===== src/rtl/gen_counter.sv =====
// Parametrised up/down event counter with wrap, saturate and one-shot terminal modes.
// Optional step prescaler is enabled by defining CNT_PRESCALE_EN.
module gen_counter #(
    parameter int WIDTH    = 8,
    parameter int MAX_VAL  = (1 << WIDTH) - 1,
    parameter int PRESCALE = 4
) (
    input  logic             clk,
    input  logic             rst_n,
    input  logic             en,
    input  logic             up_dn,
    input  logic [1:0]       mode,
    input  logic             clr,
    input  logic             load,
    input  logic [WIDTH-1:0] load_val,
    input  logic             ovf_clr,
    output logic [WIDTH-1:0] cnt,
    output logic             tc,
    output logic             ovf,
    output logic             done
);

    typedef enum logic [1:0] {
        MODE_WRAP    = 2'b00,
        MODE_SAT     = 2'b01,
        MODE_ONESHOT = 2'b10,
        MODE_RSVD    = 2'b11
    } mode_e;

    localparam logic [WIDTH-1:0] MAX_CNT = WIDTH'(MAX_VAL);

    logic [WIDTH-1:0] cnt_q, cnt_d;
    logic             tc_q, tc_d;
    logic             ovf_q, ovf_d;
    logic             done_q, done_d;
    logic             step_ok;
    logic             at_term;

`ifdef CNT_PRESCALE_EN
    localparam int             PRE_W    = $clog2(PRESCALE);
    localparam logic [PRE_W-1:0] PRE_LAST = PRE_W'(PRESCALE - 1);

    logic [PRE_W-1:0] pre_q, pre_d;

    // Only the last enabled cycle of each PRESCALE-long interval is a step.
    always_comb begin
        pre_d   = pre_q;
        step_ok = 1'b0;
        if (clr || load) begin
            pre_d = '0;
        end else if (en && !done_q) begin
            if (pre_q == PRE_LAST) begin
                pre_d   = '0;
                step_ok = 1'b1;
            end else begin
                pre_d = pre_q + 1'b1;
            end
        end
    end

    always_ff @(posedge clk) begin
        if (!rst_n) pre_q <= '0;
        else        pre_q <= pre_d;
    end
`else
    localparam int unused_prescale = PRESCALE;

    assign step_ok = en && !done_q;
`endif

    assign at_term = up_dn ? (cnt_q == MAX_CNT) : (cnt_q == '0);

    always_comb begin
        cnt_d  = cnt_q;
        tc_d   = 1'b0;
        ovf_d  = ovf_q;
        done_d = done_q;
        if (clr) begin
            cnt_d  = '0;
            ovf_d  = 1'b0;
            done_d = 1'b0;
        end else begin
            if (ovf_clr) ovf_d = 1'b0;
            if (load) begin
                cnt_d  = (load_val > MAX_CNT) ? MAX_CNT : load_val;
                done_d = 1'b0;
            end else if (step_ok) begin
                if (at_term) begin
                    // Setting after the clear above lets a terminal event beat ovf_clr.
                    tc_d  = 1'b1;
                    ovf_d = 1'b1;
                    case (mode_e'(mode))
                        MODE_SAT:     cnt_d  = cnt_q;
                        MODE_ONESHOT: done_d = 1'b1;
                        default:      cnt_d  = up_dn ? '0 : MAX_CNT;
                    endcase
                end else begin
                    cnt_d = up_dn ? cnt_q + 1'b1 : cnt_q - 1'b1;
                end
            end
        end
    end

    always_ff @(posedge clk) begin
        if (!rst_n) begin
            cnt_q  <= '0;
            tc_q   <= 1'b0;
            ovf_q  <= 1'b0;
            done_q <= 1'b0;
        end else begin
            cnt_q  <= cnt_d;
            tc_q   <= tc_d;
            ovf_q  <= ovf_d;
            done_q <= done_d;
        end
    end

    assign cnt  = cnt_q;
    assign tc   = tc_q;
    assign ovf  = ovf_q;
    assign done = done_q;

endmodule


===== config.mk =====
export PLATFORM = sky130hd
export DESIGN_NAME = gen_counter
export DESIGN_NICKNAME = d
export VERILOG_FILES = /design/src/rtl/gen_counter.sv
export SDC_FILE = /design/constraint.sdc
export NUM_CORES = 1
export LEC_CHECK = 0
export CAP_MARGIN = 20
export CELL_PAD_IN_SITES_DETAIL_PLACEMENT = 0
export CELL_PAD_IN_SITES_GLOBAL_PLACEMENT = 1
export CORE_AREA = 10 10 70 60
export DETAILED_ROUTE_END_ITERATION = 8
export DIE_AREA = 0 0 80 70
export PLACE_DENSITY = 0.81
export SLEW_MARGIN = 0
export SYNTH_ARGS = -nofsm -noshare
export SYNTH_HDL_FRONTEND = slang
export SYNTH_SLANG_ARGS = --single-unit

===== constraint.sdc =====
create_clock -name clk -period 2.6 [get_ports clk]
set_clock_uncertainty 0.15 [all_clocks]
set_input_delay 0.65 -clock clk [delete_from_list [all_inputs] [get_ports clk]]
set_output_delay 0.65 -clock clk [all_outputs]
set_load 0.05 [all_outputs]

==> results of run 1 <==
## power groups by stage
| stage | clock (mW) | sequential (mW) | combinational [mW] |
|---|---|---|---|
| 2_1_floorplan | 0 | 0.218 | 0.0956 |
| 3_3_place_gp | 0 | 0.193 | 0.210 |
| 3_5_place_dp | 0 | 0.194 | 0.213 |
| 4_1_cts | 0.126 | 0.190 | 0.220 |
| 5_1_grt | 0.133 | 0.193 | 0.252 |
| 6_report | 0.122 | 0.191 | 0.231 |
## Yosys cell counts (all sizes together)
| master | number | area (um^2) |
|---|---|---|
| a211oi | 2 | 15.0 |
| a21o | 1 | 8.76 |
| a21oi | 5 | 25.0 |
| a221oi | 1 | 8.76 |
| a31oi | 2 | 12.5 |
| and2 | 1 | 6.26 |
| and3 | 1 | 6.26 |
| clkbuf | 2 | 8.75 |
| dfxtp | 11 | 220 |
| fa | 1 | 20.0 |
| ha | 7 | 87.6 |
| inv | 5 | 18.8 |
| mux2i | 2 | 20.0 |
| nand2 | 6 | 22.5 |
| nand2b | 6 | 37.5 |
| nand3 | 2 | 10.0 |
| nand3b | 1 | 7.51 |
| nand4 | 2 | 12.5 |
| nor2 | 10 | 37.5 |
| nor2b | 3 | 18.8 |
| nor3 | 5 | 25.0 |
| nor3b | 1 | 7.51 |
| nor4 | 1 | 6.26 |
| o2111a | 4 | 45.0 |
| o211a | 1 | 10.0 |
| o211ai | 2 | 15.0 |
| o21a | 3 | 22.5 |
| o21ai | 5 | 25.0 |
| o221a | 2 | 22.5 |
| o31ai | 3 | 22.5 |
| o41a | 1 | 11.3 |
| o41ai | 1 | 8.76 |
| or2 | 2 | 12.5 |
| or3 | 2 | 13.8 |
| xnor2 | 1 | 8.76 |
| xor2 | 2 | 17.5 |
## timing repair
item	4_1_cts	5_1_grt
pin swaps	0	2
gates resized for setup	5	7
setup buffers	0	1
endpoints found under the setup margin	6	6
## flip-flops by register name, summed over array words and instances (netlist names)
register	cells
tc	1
done	1
ovf	1
cnt	8
## final timing paths
check / slack [ps] / from / endpoint
max: 80 / up_dn / cnt[5]$_SDFFE_PP0P_
min: 350 / ovf$_SDFF_PP0_ / ovf$_SDFF_PP0_
max reg2reg: 490 / cnt[4]$_SDFFE_PP0P_ / cnt[3]$_SDFFE_PP0P_
min reg2reg: 350 / ovf$_SDFF_PP0_ / ovf$_SDFF_PP0_
## placed cells by master, fill, tap and decap left out, types with 3 or more instances in the layout
master | Yosys | final
nand2_1 | 6 | 6
clkdlybuf4s50_1 | 0 | 27
inv_1 | 5 | 4
a21oi_1 | 5 | 4
clkbuf_4 | 0 | 3
nand2b_1 | 6 | 6
nor2b_1 | 3 | 3
nor2_1 | 10 | 10
buf_4 | 0 | 19
nor3_1 | 5 | 5
dfxtp_1 | 11 | 11
o2111a_1 | 4 | 4
ha_1 | 7 | 6
o21a_1 | 3 | 3
o21ai_0 | 5 | 4
o31ai_1 | 3 | 3
## area by class of cell
| class | instances | area [um^2] |
|---|---|---|
| Fill cell | 291 | 1520 |
| Multi-Input combinational cell | 89 | 679 |
| Timing Repair Buffer | 46 | 413 |
| Sequential cell | 11 | 220 |
| Tap cell | 40 | 50.0 |
| Clock buffer | 4 | 26.3 |
| Inverter | 5 | 18.8 |
## worst max-delay path: cells and delay by family
family	cells	cell delay [ps]
compound gates	4	860
buf+inv	2	580
fa+ha+maj	1	310
simple gates	1	180
## metal layers
layer  up-vias  global-route usage, %  wire length, um
met5         -                      0                0
met4         0                   1.76               14
met3         2                   4.09              164
met2        25                   16.7             1380
met1       475                   13.4             1340
li1        509                      -                -
## cell families (layout without fill, tap and decap cells)
| group | Yosys count | in the layout |
|---|---|---|
| buffers and inverters | 7 | 55 |
| DFF | 11 | 11 |
| adders and majority gates | 8 | 8 |
| xor gates and xnor gates | 3 | 3 |
| and+or+nand+nor | 43 | 43 |
| muxes | 2 | 2 |
| AOI/OAI and AO/OA | 33 | 33 |
==> flow_metrics.env, run 1 <==
export IMPL_placementRows=18
export IMPL_synth_top_family_by_area="compound AO/OA/AOI/OAI gates"
export IMPL_min_period_ps=2520
export IMPL_finish_utilization_pct=48.1
export IMPL_dp_cells=190
export IMPL_clkSinkCount=11
export IMPL_max_vdd_ir_drop_mv=0.245
export IMPL_tns_ps=0
export IMPL_die_h_um=70
export IMPL_finalSetupViolCount=0
export IMPL_drt_total_wl_um=2910
export IMPL_cts_tree="done"
export IMPL_vias=1011
export IMPL_grt_first_pass_wirelength_um=4840
export IMPL_final_antenna_net_count=0
export IMPL_htreeDepth=1
export IMPL_yosys_register_bits=11
export IMPL_clockBufferDepth=2
export IMPL_total_power_mw=0.544
export IMPL_yosysWarnings=0
export IMPL_viasPerCell=5.18
export IMPL_dp_slack_ps=-378
export IMPL_worstPathArrival_ps=2580
export IMPL_drt_iter0_drc=69
export IMPL_synth_area_per_cell_um2=8.21
export IMPL_muxShareOfSynthArea_pct=2.28
export IMPL_maxSlewViolCount=0
export IMPL_cp_start_kind="primary input"
export IMPL_min_delay_path_depth=2
export IMPL_rsz0062_at_grt="false"
export IMPL_io_pins=28
export IMPL_grt_max_degree=10
export IMPL_p_comb_share_pct=42.4
export IMPL_ys_seq_area_share_pct=25.1
export IMPL_port_buffers=27
export IMPL_synth_nets=132
export IMPL_synth_cells=107
export IMPL_crit_chain="clkdlybuf4s50_1 -> inv_2 -> ha_1 -> a211oi_2 -> o21ai_1 -> and3_1 -> o31ai_1 -> o2111a_1"
export IMPL_p_int_mw=0.350
export IMPL_min_period_over_period_pct=96.7
export IMPL_die_width_um=80
export IMPL_area_delta_synth_final_pct=60.3
export IMPL_track_usage_pct=10.6
export IMPL_hold_buffers=0
export IMPL_synthXorXnorAreaFrac_pct=2.99
export IMPL_final_area_mm2=0.00141
export IMPL_fin_hold_ws_ps=350
export IMPL_stdcell_count=195
export IMPL_layout_nets=181
export IMPL_critPathKind="in2reg"
export IMPL_dpl_hpwl_um=2320
export IMPL_path_clk_slew_ps=70
export IMPL_synth_simple_gate_area_share_pct=25.5
export IMPL_drv_cap=0
export IMPL_grt_antenna_before_repair=0
export IMPL_tightest_slew_ps=506
export IMPL_drc=0
export IMPL_end_kind="flip-flop"
export IMPL_worst_slack_ps=84.6
export IMPL_syn_area_um2=878
export IMPL_initial_core_util_pct=30.0
export IMPL_synth_cell_type_count=39
export IMPL_slowest_stage="clkdlybuf4s50_1"
export IMPL_path_max_fanout=6
export IMPL_core_mm2=0.00293
export IMPL_relSlewSlack_pct=66.2
export IMPL_die_area_mm2=0.00560
export IMPL_grt_pass1_vias=1032
export IMPL_grt_overflow_total=0
export IMPL_reg2regPathDepth=5
export IMPL_p_leak_nw=0.571
export IMPL_wl_per_cell_um=14.9
export IMPL_synth_compound_area_share_pct=28.8
export IMPL_max_freq_mhz=398
export IMPL_hp_class="reg2reg"
export IMPL_worstPathRequired_ps=2660
export IMPL_p_seq_share_pct=35.1
export IMPL_dpl_cell_area_mm2=0.00133
export IMPL_cts_buffers=3
export IMPL_insertion_delay_ps=270
export IMPL_finalHoldViolations=0
export IMPL_pwr_share_clk_pct=22.5
export IMPL_gp_congestion=0.882
export IMPL_first_pass_iters=4
export IMPL_clockRootBuffer="clkbuf_4"
export IMPL_switching_share_pct=35.7
export IMPL_p_switching_mw=0.194
export IMPL_outcome="finished clean"
export IMPL_cpPeakStageDelay_ps=490
export IMPL_diodes=0
export IMPL_synth_fa_ha_area_share_pct=12.3
export IMPL_power_density_mw_per_mm2=386
export IMPL_drive_gt1_share_pct=22.6
Note: power is estimated with default switching activity, not from simulation.
==> run 2: changes to the inputs <==
CTS_BUF_LIST = sky130_fd_sc_hd__clkbuf_16   (was unset)
==> flow_metrics.env, run 2 (synthesis results as in run 1) <==
export IMPL_gp_congestion=0.882
export IMPL_final_antenna_net_count=0
export IMPL_final_common_cell="clkdlybuf4s50_1"
export IMPL_grt_pass1_vias=1031
export IMPL_viasPerCell=5.23
export IMPL_largest_register_ffs=8
export IMPL_cts_buffers=3
export IMPL_drt_total_wl_um=3060
export IMPL_r2r_slack_ps=510
export IMPL_min_period_over_period_pct=97.2
export IMPL_p_leak_nw=0.607
export IMPL_drc=0
export IMPL_tightest_slew_ps=509
export IMPL_clockBufferDepth=2
export IMPL_worstPathArrival_ps=2560
export IMPL_max_vdd_ir_drop_mv=0.246
export IMPL_hp_class="reg2reg"
export IMPL_min_delay_path_depth=2
export IMPL_hold_buffers=0
export IMPL_drv_cap=0
export IMPL_outcome="finished clean"
export IMPL_dpl_cell_area_mm2=0.00133
export IMPL_initial_core_util_pct=30.0
export IMPL_wl_per_cell_um=15.6
export IMPL_reg2regPathDepth=5
export IMPL_max_freq_mhz=396
export IMPL_first_pass_iters=4
export IMPL_htreeDepth=1
export IMPL_total_power_mw=0.717
export IMPL_insertion_delay_ps=240
export IMPL_end_kind="flip-flop"
export IMPL_dpl_hpwl_um=2320
export IMPL_reg2reg_to="cnt[3]$_SDFFE_PP0P_"
export IMPL_path_max_fanout=6
export IMPL_critPathKind="in2reg"
export IMPL_clockRootBuffer="clkbuf_16"
export IMPL_dp_cells=190
export IMPL_area_delta_synth_final_pct=67.9
export IMPL_relSlewSlack_pct=66.0
export IMPL_rsz0062_at_grt="true"
export IMPL_crit_chain="clkdlybuf4s50_1 -> inv_2 -> ha_1 -> buf_4 -> o21ai_0 -> o21ai_1 -> and3_1 -> o31ai_1 -> o2111a_1"
export IMPL_cp_start_kind="primary input"
export IMPL_min_period_ps=2530
export IMPL_finish_utilization_pct=50.4
export IMPL_final_area_mm2=0.00148
export IMPL_final_cell_mix="27 x clkdlybuf4s50_1, 20 x buf_4, 11 x dfxtp_1, 10 x nor2_1"
export IMPL_port_buffers=27
export IMPL_grt_max_degree=10
export IMPL_finalHoldViolations=0
export IMPL_grt_first_pass_wirelength_um=4940
export IMPL_reg2reg_from="cnt[4]$_SDFFE_PP0P_"
export IMPL_power_density_mw_per_mm2=486
export IMPL_io_pins=28
export IMPL_die_width_um=80
export IMPL_diodes=0
export IMPL_layout_nets=182
export IMPL_maxSlewViolCount=0
export IMPL_hold_end="ovf$_SDFF_PP0_"
export IMPL_stdcell_count=196
export IMPL_cts_tree="done"
export IMPL_core_mm2=0.00293
export IMPL_cpPeakStageDelay_ps=490
export IMPL_fillers=289
export IMPL_drt_iter0_drc=61
export IMPL_drive_gt1_share_pct=23.7
export IMPL_grt_overflow_total=0
export IMPL_placementRows=18
export IMPL_vias=1026
export IMPL_finalSetupViolCount=0
export IMPL_die_h_um=70
export IMPL_fin_hold_ws_ps=346
export IMPL_slowest_stage="clkdlybuf4s50_1"
export IMPL_track_usage_pct=11.0
export IMPL_die_area_mm2=0.00560
export IMPL_path_clk_slew_ps=40
export IMPL_worstPathRequired_ps=2630
export IMPL_grt_antenna_before_repair=0
export IMPL_hold_start="ovf$_SDFF_PP0_"
export IMPL_clkSinkCount=11
[run 2: how the worst max path moves through the flow]
stage | from | to | slack [ps] | depth (start not counted)
after floorplan | mode[0] | cnt[7]$_SDFFE_PP0P_ | 250 | 7
after global placement | mode[0] | cnt[6]$_SDFFE_PP0P_ | -320 | 7
after detailed placement | up_dn | cnt[6]$_SDFFE_PP0P_ | -380 | 8
after CTS | up_dn | cnt[5]$_SDFFE_PP0P_ | 30 | 8
after global routing | up_dn | cnt[5]$_SDFFE_PP0P_ | -8 | 8
final | up_dn | cnt[5]$_SDFFE_PP0P_ | 70 | 9
[run 2: power by group]
group          switching (mW)  leakage [nW]  internal, mW  total [mW]
Sequential             0.0145        0.0899         0.177       0.192
Combinational           0.119         0.475         0.117       0.236
Clock                  0.0859        0.0423         0.203       0.289
[run 2: what timing repair did]
action	CTS	global route
buffers inserted	1	1
endpoints found under the setup margin	7	6
resized for setup	8	5
hold endpoints to repair	0	0
cloned	0	0
pin swaps	2	6
[run 2: metal layers]
layer / global-route usage [%] / part of all wire (%) / vias to the layer above
met5: 0 / 0 / -
met4: 3.52 / 1.0 / 0
met3: 3.71 / 7.8 / 4
met2: 18.0 / 50 / 32
met1: 13.0 / 41 / 482
li1: - / - / 508
[run 2: cell type report]
type                       instances  area [um^2]  area share [%]
timing repair buffer              47          420            28.5
clock buffer                       3         75.1            5.09
tap                               40         50.0            3.39
multi-input combinational         89          687            46.6
inverter                           5         18.8            1.27
clock inverter                     1         3.75           0.254
sequential                        11          220            14.9
[run 2: worst max-delay path: cells and delay by family]
kind	cells	cell delay, ps
simple gates	1	180
fa+ha+maj	1	230
compound gates	4	770
buf+inv	3	730
[run 2: per-stage QoR]
stage / TNS (ps) / worst slack, ps
floorplan: 0 / 254
global placement: -2130 / -322
detailed placement: -2290 / -378
CTS: 0 / 25.8
global route: -11.8 / -7.96
finish: 0 / 73.7
==> run 3: changes to the inputs <==
CORE_AREA = 10 10 63 55   (was 10 10 70 60)
DIE_AREA = 0 0 73 65   (was 0 0 80 70)
DONT_BUFFER_PORTS = 1   (was unset)
PLACE_DENSITY = 0.76   (was 0.81)
==> flow_metrics.env, run 3 (synthesis results as in run 1) <==
export IMPL_die_h_um=65
export IMPL_path_max_fanout=7
export IMPL_drive_gt1_share_pct=13.4
export IMPL_insertion_delay_ps=240
export IMPL_worstPathArrival_ps=2270
export IMPL_drt_iter0_drc=54
export IMPL_worstPathRequired_ps=2570
export IMPL_die_area_mm2=0.00475
export IMPL_layout_nets=145
export IMPL_grt_overflow_total=0
export IMPL_port_buffers=0
export IMPL_path_clk_slew_ps=40
export IMPL_stdcell_count=146
export IMPL_initial_core_util_pct=38.5
export IMPL_final_common_cell="dfxtp_1"
export IMPL_rsz0062_at_grt="false"
export IMPL_cts_setup_buffers=0
export IMPL_dp_cells=142
export IMPL_final_cell_mix="11 x dfxtp_1, 10 x nor2_1, 10 x buf_4, 7 x ha_1"
export IMPL_hp_class="in2reg"
export IMPL_grt_first_pass_wirelength_um=4530
export IMPL_tns_ps=0
export IMPL_placementRows=16
export IMPL_grt_pass1_vias=913
export IMPL_cp_start_kind="primary input"
export IMPL_dpl_hpwl_um=2140
export IMPL_cts_buffers=3
export IMPL_die_width_um=73
export IMPL_clockBufferDepth=2
export IMPL_drc=0
export IMPL_clkSinkCount=11
export IMPL_wl_per_cell_um=18.0
export IMPL_finish_utilization_pct=46.3
export IMPL_cts_resized=0
export IMPL_gp_congestion=0.880
export IMPL_track_usage_pct=11.7
export IMPL_diodes=0
export IMPL_outcome="finished clean"
export IMPL_htreeDepth=1
export IMPL_critPathKind="in2reg"
export IMPL_finalSetupViolCount=0
export IMPL_min_period_ps=2300
export IMPL_cts_tree="done"
export IMPL_io_pins=28
export IMPL_first_pass_iters=4
export IMPL_min_period_over_period_pct=88.4
export IMPL_area_delta_synth_final_pct=20.4
export IMPL_hold_buffers=0
export IMPL_final_antenna_net_count=0
export IMPL_largest_register_ffs=8
export IMPL_max_freq_mhz=435
export IMPL_vias=869
export IMPL_p_leak_nw=0.451
export IMPL_viasPerCell=5.95
export IMPL_tightest_slew_ps=569
export IMPL_end_kind="flip-flop"
export IMPL_grt_max_degree=11
export IMPL_finalHoldViolations=0
export IMPL_clockRootBuffer="clkbuf_16"
export IMPL_maxSlewViolCount=0
export IMPL_grt_antenna_before_repair=0
export IMPL_max_vdd_ir_drop_mv=0.452
export IMPL_power_density_mw_per_mm2=595
export IMPL_core_mm2=0.00228
export IMPL_drv_cap=0
export IMPL_drt_total_wl_um=2620
export IMPL_relSlewSlack_pct=62.0
run 3: worst max-delay path, cell delays in order:
cell and delay (ps):
inv_1 20, ha_1 330, o41a_1 420, o21a_1 130, or2_0 390, o221a_1 330
run 3: worst paths after layout:
kind                                       endpoint  slack (ps)                start  cells after the start
worst max register to register  cnt[7]$_SDFFE_PP0P_         430  cnt[7]$_SDFFE_PP0P_                      6
worst max-delay path            cnt[7]$_SDFFE_PP0P_         300              mode[0]                      6
worst min register to register  cnt[5]$_SDFFE_PP0P_         470  cnt[5]$_SDFFE_PP0P_                      1
worst min-delay path                  tc$_SDFF_PP0_         340                 load                      1
run 3: area by class of cell:
class	instances	area [um^2]
well taps	27	33.8
clock buffers	3	75.1
repair buffers	10	75.1
flip-flops and latches	11	220
multi-input cells	89	631
fillers	253	1220
inverters	5	18.8
clock inverters	1	3.75
run 3: power by group:
| group | total, mW | internal [mW] | switching (mW) |
|---|---|---|---|
| sequential | 0.190 | 0.177 | 0.0123 |
| clock | 0.279 | 0.202 | 0.0769 |
| combinational | 0.160 | 0.0604 | 0.0996 |
run 3: stage by stage:
step / worst slack, ps / hold slack (ps) / area [um^2] / power, mW
after detailed placement: 78.0 / 458 / 978 / 0.350
after CTS: 329 / 334 / 1060 / 0.634
after floorplan: 254 / 544 / 878 / 0.313
after global routing: 121 / 338 / 1060 / 0.663
after global placement: 119 / 444 / 978 / 0.347
final: 302 / 337 / 1060 / 0.629
run 3: routing by layer:
layer  up-vias  routed length (um)  global-route usage [%]
met5         -                   0                       0
met4         0                   8                    2.13
met3         2                 258                    5.33
met2        30                1110                    17.0
met1       405                1240                    15.6
li1        432                   -                       -
